## config.mk

```make
export PLATFORM = sky130hd
export DESIGN_NAME = fb_swap_ctrl
export DESIGN_NICKNAME = d
export VERILOG_FILES = /design/src/rtl/fb_pkg.sv /design/src/rtl/fb_clear_engine.sv /design/src/rtl/fb_swap_ctrl.sv
export SDC_FILE = /design/constraint.sdc
export NUM_CORES = 1
export LEC_CHECK = 0
export CORE_ASPECT_RATIO = 1.1
export CORE_MARGIN = 2
export CORE_UTILIZATION = 25
export CTS_BUF_LIST = sky130_fd_sc_hd__clkbuf_2
export CTS_CLUSTER_DIAMETER = 80
export DETAILED_ROUTE_END_ITERATION = 10
export PLACE_DENSITY = 0.45
export SYNTH_ARGS = -nofsm -noshare
export SYNTH_HDL_FRONTEND = slang
export SYNTH_SLANG_ARGS = --single-unit
```

## constraint.sdc

```tcl
create_clock -name clk -period 1.9 [get_ports clk]
set_input_delay 0.19 -clock clk [delete_from_list [all_inputs] [get_ports clk]]
set_output_delay 0.19 -clock clk [all_outputs]
set_load 0.05 [all_outputs]
```

## src/rtl/fb_pkg.sv

```systemverilog
// Shared types and defaults for the double-buffered framebuffer write controller.
// Contents: sequencer state encoding, default geometry, overrun counter width.
package fb_pkg;

  localparam int unsigned NUM_PIXELS_DEF = 307200;
  localparam int unsigned ADDR_W_DEF     = 19;
  localparam int unsigned OVR_W          = 8;

  typedef enum logic [1:0] {
    CLEAR   = 2'd0,
    DRAW    = 2'd1,
    WAIT_VS = 2'd2,
    SWAP    = 2'd3
  } fb_state_e;

endpackage

```

## src/rtl/fb_clear_engine.sv

```systemverilog
// Back-buffer clear address generator: sweeps 0..NUM_PIXELS-1, one address per cycle.
// Ports:
//   clk, reset   - clock, asynchronous active-low reset (reset leaves the engine running from 0)
//   start_i      - restart the sweep from address 0
//   addr_o       - current clear address (registered)
//   we_o         - sweep active, addr_o is a valid clear write (registered)
//   done_c       - combinational pulse while the final address is being issued
module fb_clear_engine
  import fb_pkg::*;
#(
  parameter int unsigned NUM_PIXELS = NUM_PIXELS_DEF,
  parameter int unsigned ADDR_W     = ADDR_W_DEF
) (
  input  logic              clk,
  input  logic              reset,
  input  logic              start_i,
  output logic [ADDR_W-1:0] addr_o,
  output logic              we_o,
  output logic              done_c
);

  localparam logic [ADDR_W-1:0] LAST_ADDR = ADDR_W'(NUM_PIXELS - 1);

  logic [ADDR_W-1:0] cnt_q, cnt_d;
  logic              active_q, active_d;

  // Sweep counter; wraps to 0 and idles after the last address
  always_comb begin
    cnt_d    = cnt_q;
    active_d = active_q;
    if (start_i) begin
      cnt_d    = '0;
      active_d = 1'b1;
    end else if (active_q) begin
      if (cnt_q == LAST_ADDR) begin
        cnt_d    = '0;
        active_d = 1'b0;
      end else begin
        cnt_d = cnt_q + ADDR_W'(1);
      end
    end
  end

  always_ff @(posedge clk or negedge reset) begin
    if (!reset) begin
      cnt_q    <= '0;
      active_q <= 1'b1;
    end else begin
      cnt_q    <= cnt_d;
      active_q <= active_d;
    end
  end

  assign addr_o = cnt_q;
  assign we_o   = active_q;
  assign done_c = active_q && (cnt_q == LAST_ADDR);

endmodule

```

## src/rtl/fb_swap_ctrl.sv

```systemverilog
// Front/back buffer sequencer and back-buffer write-port arbiter for a 1-bpp
// double-buffered framebuffer. Clears the back buffer after every swap, then
// grants the write port to the draw engine; swaps on vsync after draw_done.
// Optional feature macro: FB_OVERRUN_CNT_EN (adds overrun_cnt output).
// Ports:
//   clk, reset             - clock, asynchronous active-low reset
//   vsync                  - display vertical sync (active-high, clk-synchronous)
//   draw_we/addr/data      - draw engine pixel write request
//   draw_done              - one-cycle pulse, frame drawing complete
//   draw_ready             - draw writes are accepted this cycle
//   wr_en_a / wr_en_b      - per-buffer write enables (only the back buffer strobes)
//   wr_addr / wr_data      - shared write address/data to both buffers
//   front_sel              - 0: A displayed, B drawn; 1: B displayed, A drawn
//   busy_clear             - back-buffer clear in progress
//   overrun_cnt            - (FB_OVERRUN_CNT_EN) saturating count of missed frames
module fb_swap_ctrl
  import fb_pkg::*;
#(
  parameter int unsigned NUM_PIXELS = NUM_PIXELS_DEF,
  parameter int unsigned ADDR_W     = ADDR_W_DEF
) (
  input  logic              clk,
  input  logic              reset,
  input  logic              vsync,
  input  logic              draw_we,
  input  logic [ADDR_W-1:0] draw_addr,
  input  logic              draw_data,
  input  logic              draw_done,
  output logic              draw_ready,
  output logic              wr_en_a,
  output logic              wr_en_b,
  output logic [ADDR_W-1:0] wr_addr,
  output logic              wr_data,
  output logic              front_sel,
  output logic              busy_clear
`ifdef FB_OVERRUN_CNT_EN
  ,
  output logic [OVR_W-1:0]  overrun_cnt
`endif
);

  localparam int unsigned ADDR_W1 = ADDR_W + 1;

  fb_state_e         state_q, state_d;
  logic              vsync_q;
  logic              vs_rise_c;
  logic              draw_hit_c;
  logic              do_wr_c;

  logic [ADDR_W-1:0] clr_addr;
  logic              clr_we;
  logic              clr_done_c;
  logic              clr_start_c;

  logic              draw_ready_q, draw_ready_d;
  logic              wr_en_a_q, wr_en_a_d;
  logic              wr_en_b_q, wr_en_b_d;
  logic [ADDR_W-1:0] wr_addr_q, wr_addr_d;
  logic              wr_data_q, wr_data_d;
  logic              front_sel_q, front_sel_d;
  logic              busy_clear_q, busy_clear_d;

  assign vs_rise_c   = vsync & ~vsync_q;
  assign clr_start_c = (state_q == SWAP);
  // Zero-extended compare so an address space exactly NUM_PIXELS deep still works
  assign draw_hit_c  = draw_we && ({1'b0, draw_addr} < ADDR_W1'(NUM_PIXELS));

  fb_clear_engine #(
    .NUM_PIXELS (NUM_PIXELS),
    .ADDR_W     (ADDR_W)
  ) u_clear (
    .clk     (clk),
    .reset   (reset),
    .start_i (clr_start_c),
    .addr_o  (clr_addr),
    .we_o    (clr_we),
    .done_c  (clr_done_c)
  );

  // State register
  always_ff @(posedge clk or negedge reset) begin
    if (!reset) begin
      state_q <= CLEAR;
    end else begin
      state_q <= state_d;
    end
  end

  // Next-state logic; a vsync edge only counts once we are already waiting
  always_comb begin
    state_d = state_q;
    case (state_q)
      CLEAR:   if (clr_done_c) state_d = DRAW;
      DRAW:    if (draw_done)  state_d = WAIT_VS;
      WAIT_VS: if (vs_rise_c)  state_d = SWAP;
      SWAP:    state_d = CLEAR;
      default: state_d = CLEAR;
    endcase
  end

  // Output next-values; the write strobe is steered to whichever buffer is back
  always_comb begin
    do_wr_c      = 1'b0;
    wr_addr_d    = wr_addr_q;
    wr_data_d    = wr_data_q;
    front_sel_d  = front_sel_q;
    case (state_q)
      CLEAR: begin
        if (clr_we) begin
          do_wr_c   = 1'b1;
          wr_addr_d = clr_addr;
          wr_data_d = 1'b0;
        end
      end
      DRAW: begin
        if (draw_hit_c) begin
          do_wr_c   = 1'b1;
          wr_addr_d = draw_addr;
          wr_data_d = draw_data;
        end
      end
      SWAP:    front_sel_d = ~front_sel_q;
      default: ;
    endcase
    wr_en_a_d    = do_wr_c & front_sel_q;
    wr_en_b_d    = do_wr_c & ~front_sel_q;
    draw_ready_d = (state_d == DRAW);
    busy_clear_d = (state_d == CLEAR);
  end

  // Output and vsync-history registers
  always_ff @(posedge clk or negedge reset) begin
    if (!reset) begin
      vsync_q      <= 1'b0;
      draw_ready_q <= 1'b0;
      wr_en_a_q    <= 1'b0;
      wr_en_b_q    <= 1'b0;
      wr_addr_q    <= '0;
      wr_data_q    <= 1'b0;
      front_sel_q  <= 1'b0;
      busy_clear_q <= 1'b1;
    end else begin
      vsync_q      <= vsync;
      draw_ready_q <= draw_ready_d;
      wr_en_a_q    <= wr_en_a_d;
      wr_en_b_q    <= wr_en_b_d;
      wr_addr_q    <= wr_addr_d;
      wr_data_q    <= wr_data_d;
      front_sel_q  <= front_sel_d;
      busy_clear_q <= busy_clear_d;
    end
  end

  assign draw_ready = draw_ready_q;
  assign wr_en_a    = wr_en_a_q;
  assign wr_en_b    = wr_en_b_q;
  assign wr_addr    = wr_addr_q;
  assign wr_data    = wr_data_q;
  assign front_sel  = front_sel_q;
  assign busy_clear = busy_clear_q;

`ifdef FB_OVERRUN_CNT_EN
  logic [OVR_W-1:0] ovr_q, ovr_d;

  // A vsync edge before the frame is finished means the display missed a frame
  always_comb begin
    ovr_d = ovr_q;
    if (vs_rise_c && (state_q == CLEAR || state_q == DRAW) && (ovr_q != {OVR_W{1'b1}})) begin
      ovr_d = ovr_q + OVR_W'(1);
    end
  end

  always_ff @(posedge clk or negedge reset) begin
    if (!reset) begin
      ovr_q <= '0;
    end else begin
      ovr_q <= ovr_d;
    end
  end

  assign overrun_cnt = ovr_q;
`endif

endmodule

```

Yosys cells after proc, flatten, opt, wreduce, memory -nomap -nowiden
Cells that the tools add are included.
{ "word_totals": {"regBits": 48} }
{ "op_classes": {"n_eq_ne": 7, "addsub": 1, "n_mux": 19, "n_lt_le_gt_ge": 1, "n_reduce_logical": 7, "n_bitwise": 5} }
{ "op_table": {"columns": ["operator", "n"], "rows": [
  ["19-bit 2-to-1 mux", 5],
  ["19-bit one-hot mux with 2 select lines", 1],
  ["19-bit by 1-bit adder with 19-bit output, second input constant", 1],
  ["19-bit == test, second input constant", 1],
  ["19-bit < comparator, second input constant", 1],
  ["2-bit one-hot mux with 4 select lines", 1],
  ["1-bit 2-to-1 mux", 7],
  ["2-bit 2-to-1 mux", 3],
  ["2-bit by 1-bit == test with 1-bit output, second input constant", 2],
  ["2-bit == test, second input constant", 2],
  ["2-bit logical NOT", 2],
  ["1-bit one-hot mux with 2 select lines", 2],
  ["2-bit nonzero test", 2],
  ["1-bit AND", 3],
  ["3-bit AND reduction", 1],
  ["1-bit logical AND", 2],
  ["2-bit by 1-bit inequality test with 1-bit output, second input constant", 1],
  ["2-bit inequality test, second input constant", 1],
  ["1-bit inverter", 2]
]} }

Depth between registers and ports, before layout
{ "logic_depth": {"depth_word": 5, "mapped_depth": 7} }

Hierarchy
From an unflattened synthesis, not the netlist that was laid out.
{ "unflattened": {"hier_cells": 231, "area_unflattened_um2": 2641.3} }
{ "modules_own_cells": {"columns": ["module", "n_inst", "cells_each", "area_per_inst_um2", "seq_area_each_um2"], "rows": [
  ["fb_swap_ctrl", 1, 94, 1430.1, 701.9],
  ["fb_clear_engine", 1, 137, 1211.2, 501.7]
]} }

Least setup slack after synthesis
Ideal clock, no wire load.
{ "synth_timing": {"path_kind": "reg-to-reg", "startpoint": "register state_q[1]", "endpoint": "register wr_addr_q[13], in the netlist wr_addr[13]", "setup_slack_ps": 209, "stages_incl_launch_ff": 7, "synth_period_minus_slack_ps": 1691, "n_path_buf": 3, "arrival_ps": 1564, "path_cell_list": "dfrtp_1 > buf_2 > nor2b_1 > buf_6 > buf_2 > mux2_1 > mux2_1"} }
{ "synth_between": {"elab_chain_cells": 3, "elab_cells_between_ends": 7} }
{ "synth_lines": {"columns": ["item", "line_no", "rtl"], "rows": [
  ["start, declared", "fb_swap_ctrl.sv:44", "fb_state_e state_q, state_d;"],
  ["start signal, assigned", "fb_swap_ctrl.sv:85", "state_q <= state_d;"],
  ["2-bit by 1-bit == test with 1-bit output or 2-bit logical NOT (tied branches)", "fb_swap_ctrl.sv:107", "case (state_q)"],
  ["2-bit inequality test (no line) (tied with other cells)", null, null],
  ["3-bit AND reduction (no line)", null, null],
  ["end signal, assigned", "fb_swap_ctrl.sv:147", "wr_addr_q <= wr_addr_d;"],
  ["end, declared", "fb_swap_ctrl.sv:58", "logic [ADDR_W-1:0] wr_addr_q, wr_addr_d;"]
]} }
Several ways; a longest one is shown, not always the timed one.
A chain may end at the register's enable or synchronous reset.

Final worst setup path
{ "layout_timing": {"startpoint": "register wr_addr_q[17], in the netlist wr_addr[17]", "endpoint": "output wr_addr[17]"} }
{ "layout_lines": {"columns": ["item", "line_no", "rtl"], "rows": [
  ["end, declared", "fb_swap_ctrl.sv:32", "output logic [ADDR_W-1:0] wr_addr,"]
]} }
No word-level cell between the ends.

==> summary.txt <==
Setup path
  – Data arrival time of the critical path: 1630 ps
  – Reg2Reg Launch Point: u_clear.addr_o[0]$_DFFE_PN0P_
  – Chain of cells forming the critical path: clkdlybuf4s50_1
  – Critical Path Slowest Stage Cell: sky130_fd_sc_hd__clkdlybuf4s50_1
  – CP top delay family: buffers and inverters
  – Largest stage delay, worst path: 800 ps
  – Buf+Inv Stages, Crit Path: 1
  – Required time of the critical path: 1710 ps
  – Critical path peak fanout: 2
  – Worst setup EP type: output pin
  – Kind of critical path: reg2out
  – Beginning of the critical path: wr_addr[17]$_DFFE_PN0P_
  – Startpoint class of the critical path: register

Logic synthesis
  – Net Count, Synth: 259
  – Post-synthesis cell type with the largest combined area: sky130_fd_sc_hd__dfrtp_1
  – Average instance area after synthesis: 10.86 um^2
  – Post-synth design cell area: 0.002531 mm^2
  – FF+latch count, synth: 48
  – Fraction of the yosys area taken by sequential cells: 47.55%
  – Number of warning messages in the yosys log: 0
  – Share of Yosys cell area claimed by the top area cell type: 45.48%
  – Netlist cell types: 49
  – Number of standard cells after synthesis: 233
  – Leading cell types by total area after synthesis: sky130_fd_sc_hd__dfrtp_1, sky130_fd_sc_hd__mux2_1, sky130_fd_sc_hd__mux2_2

Detailed routing
  – DRC marker count from the first detailed-route iteration: 40
  – Detailed route wirelength on metal3: 223 um
  – Met2 wire len: 2981 um
  – Top metal layer carrying routed signals: met4
  – Via-to-Cell Ratio: 4.869
  – Average detailed-routed wire length per instance: 14.81 um
  – Total Wirelength: 6234 um
  – Number of nets with antenna violations after detailed routing: 0
  – Total number of vias: 2050
  – Length of the first detailed-routing pass in iterations: 4
  – Number of remaining DRC errors: 0
  – Met1 Wirelength: 2936 um

Clocking
  – Clock tree root driver cell: sky130_fd_sc_hd__clkbuf_2
  – Clock transition at the registers of the reported paths: 250 ps
  – Clock tree from TritonCTS: yes
  – Max Buffers Root-to-Sink: 2
  – Worst-skew pair later-pin latency: 420 ps
  – Clock H-tree levels: 2
  – TritonCTS buffer count: 5
  – Total clock sinks: 48

Worst hold path
  – Beginning of the worst hold path: vsync
  – Class of the tightest hold or removal check: in2reg

STA
  – Minimum setup slack in the final design: 84.62 ps
  – RSZ-0062 raised after global routing: no
  – Portion of the clock cycle consumed by the worst path in the final layout: 95.55%
  – Worst-margin pin slew: 503.9 ps
  – Minimum clock period: 1815 ps
  – Setup-failing EPs final: 0
  – Worst max-slew margin expressed relative to the limit: 66.35%
  – Total count of hold-check failures in the final report: 0
  – Worst Clk Skew: 22.45 ps
  – Pins over their slew limit: 0
  – Timing-limited maximum frequency: 550.8 MHz
  – Setup TNS: 0 ps

GRT
  – First-pass GRT wire length: 10620 um
  – Largest net degree at the start of global routing: 30
  – Grt ovf: 0
  – Vias in the first global route: 2086
  – Number of antenna violations at the first check in global routing: 0
  – Total track usage: 12.34%

Die
  – Die height: 109.5 um
  – Die area: 0.01095 mm^2
  – Initial Util: 25.72%
  – Count of standard-cell rows: 38
  – Count of pins on the block boundary: 50
  – Horizontal die dimension: 99.94 um
  – Core area: 0.009842 mm^2

Power
  – PwrDens: 454.2 mW/mm^2
  – Static leakage: 1.532 nW
  – Highest ir drop seen on vdd: 0.1977 mV
  – Final total power: 0.001537 W

Placed design
  – Port Buffers: 49
  – GPL Wtd Cong: 0.7892
  – Instance area after placement: 0.003279 mm^2
  – HPWL after detailed placement: 4705 um
  – Placement Setup Slack: 69.64 ps

Run
  – Maxcap violations: 0

Layout
  – Filler Cells Inserted: 997
  – Finished layout cell area: 0.003383 mm^2
  – Layout Utilization: 34.38%
  – Seq. cell area: 0.001205 mm^2
  – NumNets Final: 326
  – Area growth syn-to-layout: 33.66%
  – Area taken by multi-input logic gates: 0.001220 mm^2
  – Fraction of layout instances using a drive strength above 1: 18.94%
  – N_diodes: 0

Status
  – Run status: finished clean
## cell families after synthesis
family / count (synthesis) / synth area share [%]
and+or+nand+nor: 73 / 16.46
xor gates and xnor gates: 7 / 2.422
adders and majority gates: 1 / 0.4942
muxes: 37 / 16.46
DFF: 48 / 47.55
buffers and inverters: 21 / 4.547
AOI/OAI and AO/OA: 46 / 12.06
## placed cells by master, fill, tap and decap left out, types with 3 or more instances in the layout
| master | synthesis | layout |
|---|---|---|
| sky130_fd_sc_hd__clkdlybuf4s50_1 | 0 | 34 |
| sky130_fd_sc_hd__clkbuf_2 | 0 | 7 |
| sky130_fd_sc_hd__a21oi_1 | 11 | 11 |
| sky130_fd_sc_hd__buf_4 | 2 | 23 |
| sky130_fd_sc_hd__o21ai_0 | 10 | 10 |
| sky130_fd_sc_hd__and3_1 | 4 | 4 |
| sky130_fd_sc_hd__or4_1 | 5 | 5 |
| sky130_fd_sc_hd__nand4_1 | 8 | 8 |
| sky130_fd_sc_hd__o31ai_1 | 3 | 3 |
| sky130_fd_sc_hd__nand2_1 | 18 | 18 |
| sky130_fd_sc_hd__nand3_1 | 6 | 6 |
| sky130_fd_sc_hd__dlymetal6s2s_1 | 0 | 12 |
| sky130_fd_sc_hd__dfrtp_1 | 46 | 45 |
| sky130_fd_sc_hd__buf_12 | 0 | 3 |
| sky130_fd_sc_hd__a31oi_1 | 6 | 6 |
| sky130_fd_sc_hd__mux2_2 | 12 | 12 |
| sky130_fd_sc_hd__xnor2_1 | 4 | 4 |
| sky130_fd_sc_hd__xor2_1 | 3 | 3 |
| sky130_fd_sc_hd__nor2_1 | 10 | 10 |
| sky130_fd_sc_hd__inv_1 | 5 | 5 |
| sky130_fd_sc_hd__mux2_1 | 25 | 25 |
| sky130_fd_sc_hd__and2_1 | 5 | 5 |
## per-layer routing
layer | vias up | global-route usage (%)
li1 | 1001 | -
met1 | 999 | 16.28
met2 | 43 | 20.51
met3 | 7 | 2.543
met4 | 0 | 3.620
met5 | - | 0
## path summary, 6_finish.rpt
path | endpoint | slack, ps | depth (start not counted)
worst max-delay path | wr_addr[17] | 80 | 1
worst min-delay path | vsync_q$_DFF_PN0_ | 200 | 1
min in group asynchronous | wr_addr[7]$_DFFE_PN0P_ | 210 | 2
max in group asynchronous | busy_clear$_DFF_PN1_ | 1100 | 3
worst max register to register | u_clear.addr_o[15]$_DFFE_PN0P_ | 130 | 6
worst min register to register | wr_addr[3]$_DFFE_PN0P_ | 520 | 1
## metrics by stage
step,hold WS [ps],instances
2_1_floorplan,-105.6,233
3_3_place_gp,188.5,411
3_5_place_dp,189.7,411
4_1_cts,177.5,420
5_1_grt,159.8,421
6_report,198.0,421
## final cells by class
class | instances | share of cell area [%]
Sequential cell | 48 | 35.61
Inverter | 6 | 0.6657
Clock buffer | 7 | 1.036
Multi-Input combinational cell | 164 | 36.06
Timing Repair Buffer | 75 | 22.08
Tap cell | 120 | 4.438
Clock inverter | 1 | 0.1109
## cells in the mapped netlist (all sizes together)
cell     number
nor3          2
or4b          1
or4           5
xor2          3
clkbuf        4
nor2b         1
nor2         10
dfstp         2
and4          2
o21a          1
nand2b        2
nor4          1
xnor2         4
o221ai        2
o22ai         2
o211ai        2
and2          5
a41oi         1
nand4         8
nand3         8
a31oi         7
a211oi        2
buf          11
and3          4
o41ai         1
or3           2
a21oi        11
a22oi         1
ha            1
nor3b         2
clkinv        1
a311oi        2
o21ai        10
and4bb        1
o2111ai       1
mux2         37
o31ai         3
inv           5
dfrtp        46
nand2        19
## where the power goes
part	switching, W	leakage, nW	internal, W
registers	0.000000215	0.616	0.00103
clock network	0.000327	0.0306	0.0000984
logic	0.0000359	0.885	0.0000496
total	0.000363	1.53	0.00117
## timing repair
action / CTS / global route
setup endpoints to repair: 1 / 27
hold buffers: 1 / 0
gates resized for setup: 1 / 14
setup buffers: 0 / 1
hold endpoints to repair: 19 / 0
Note: power is estimated with default switching activity, not from simulation.
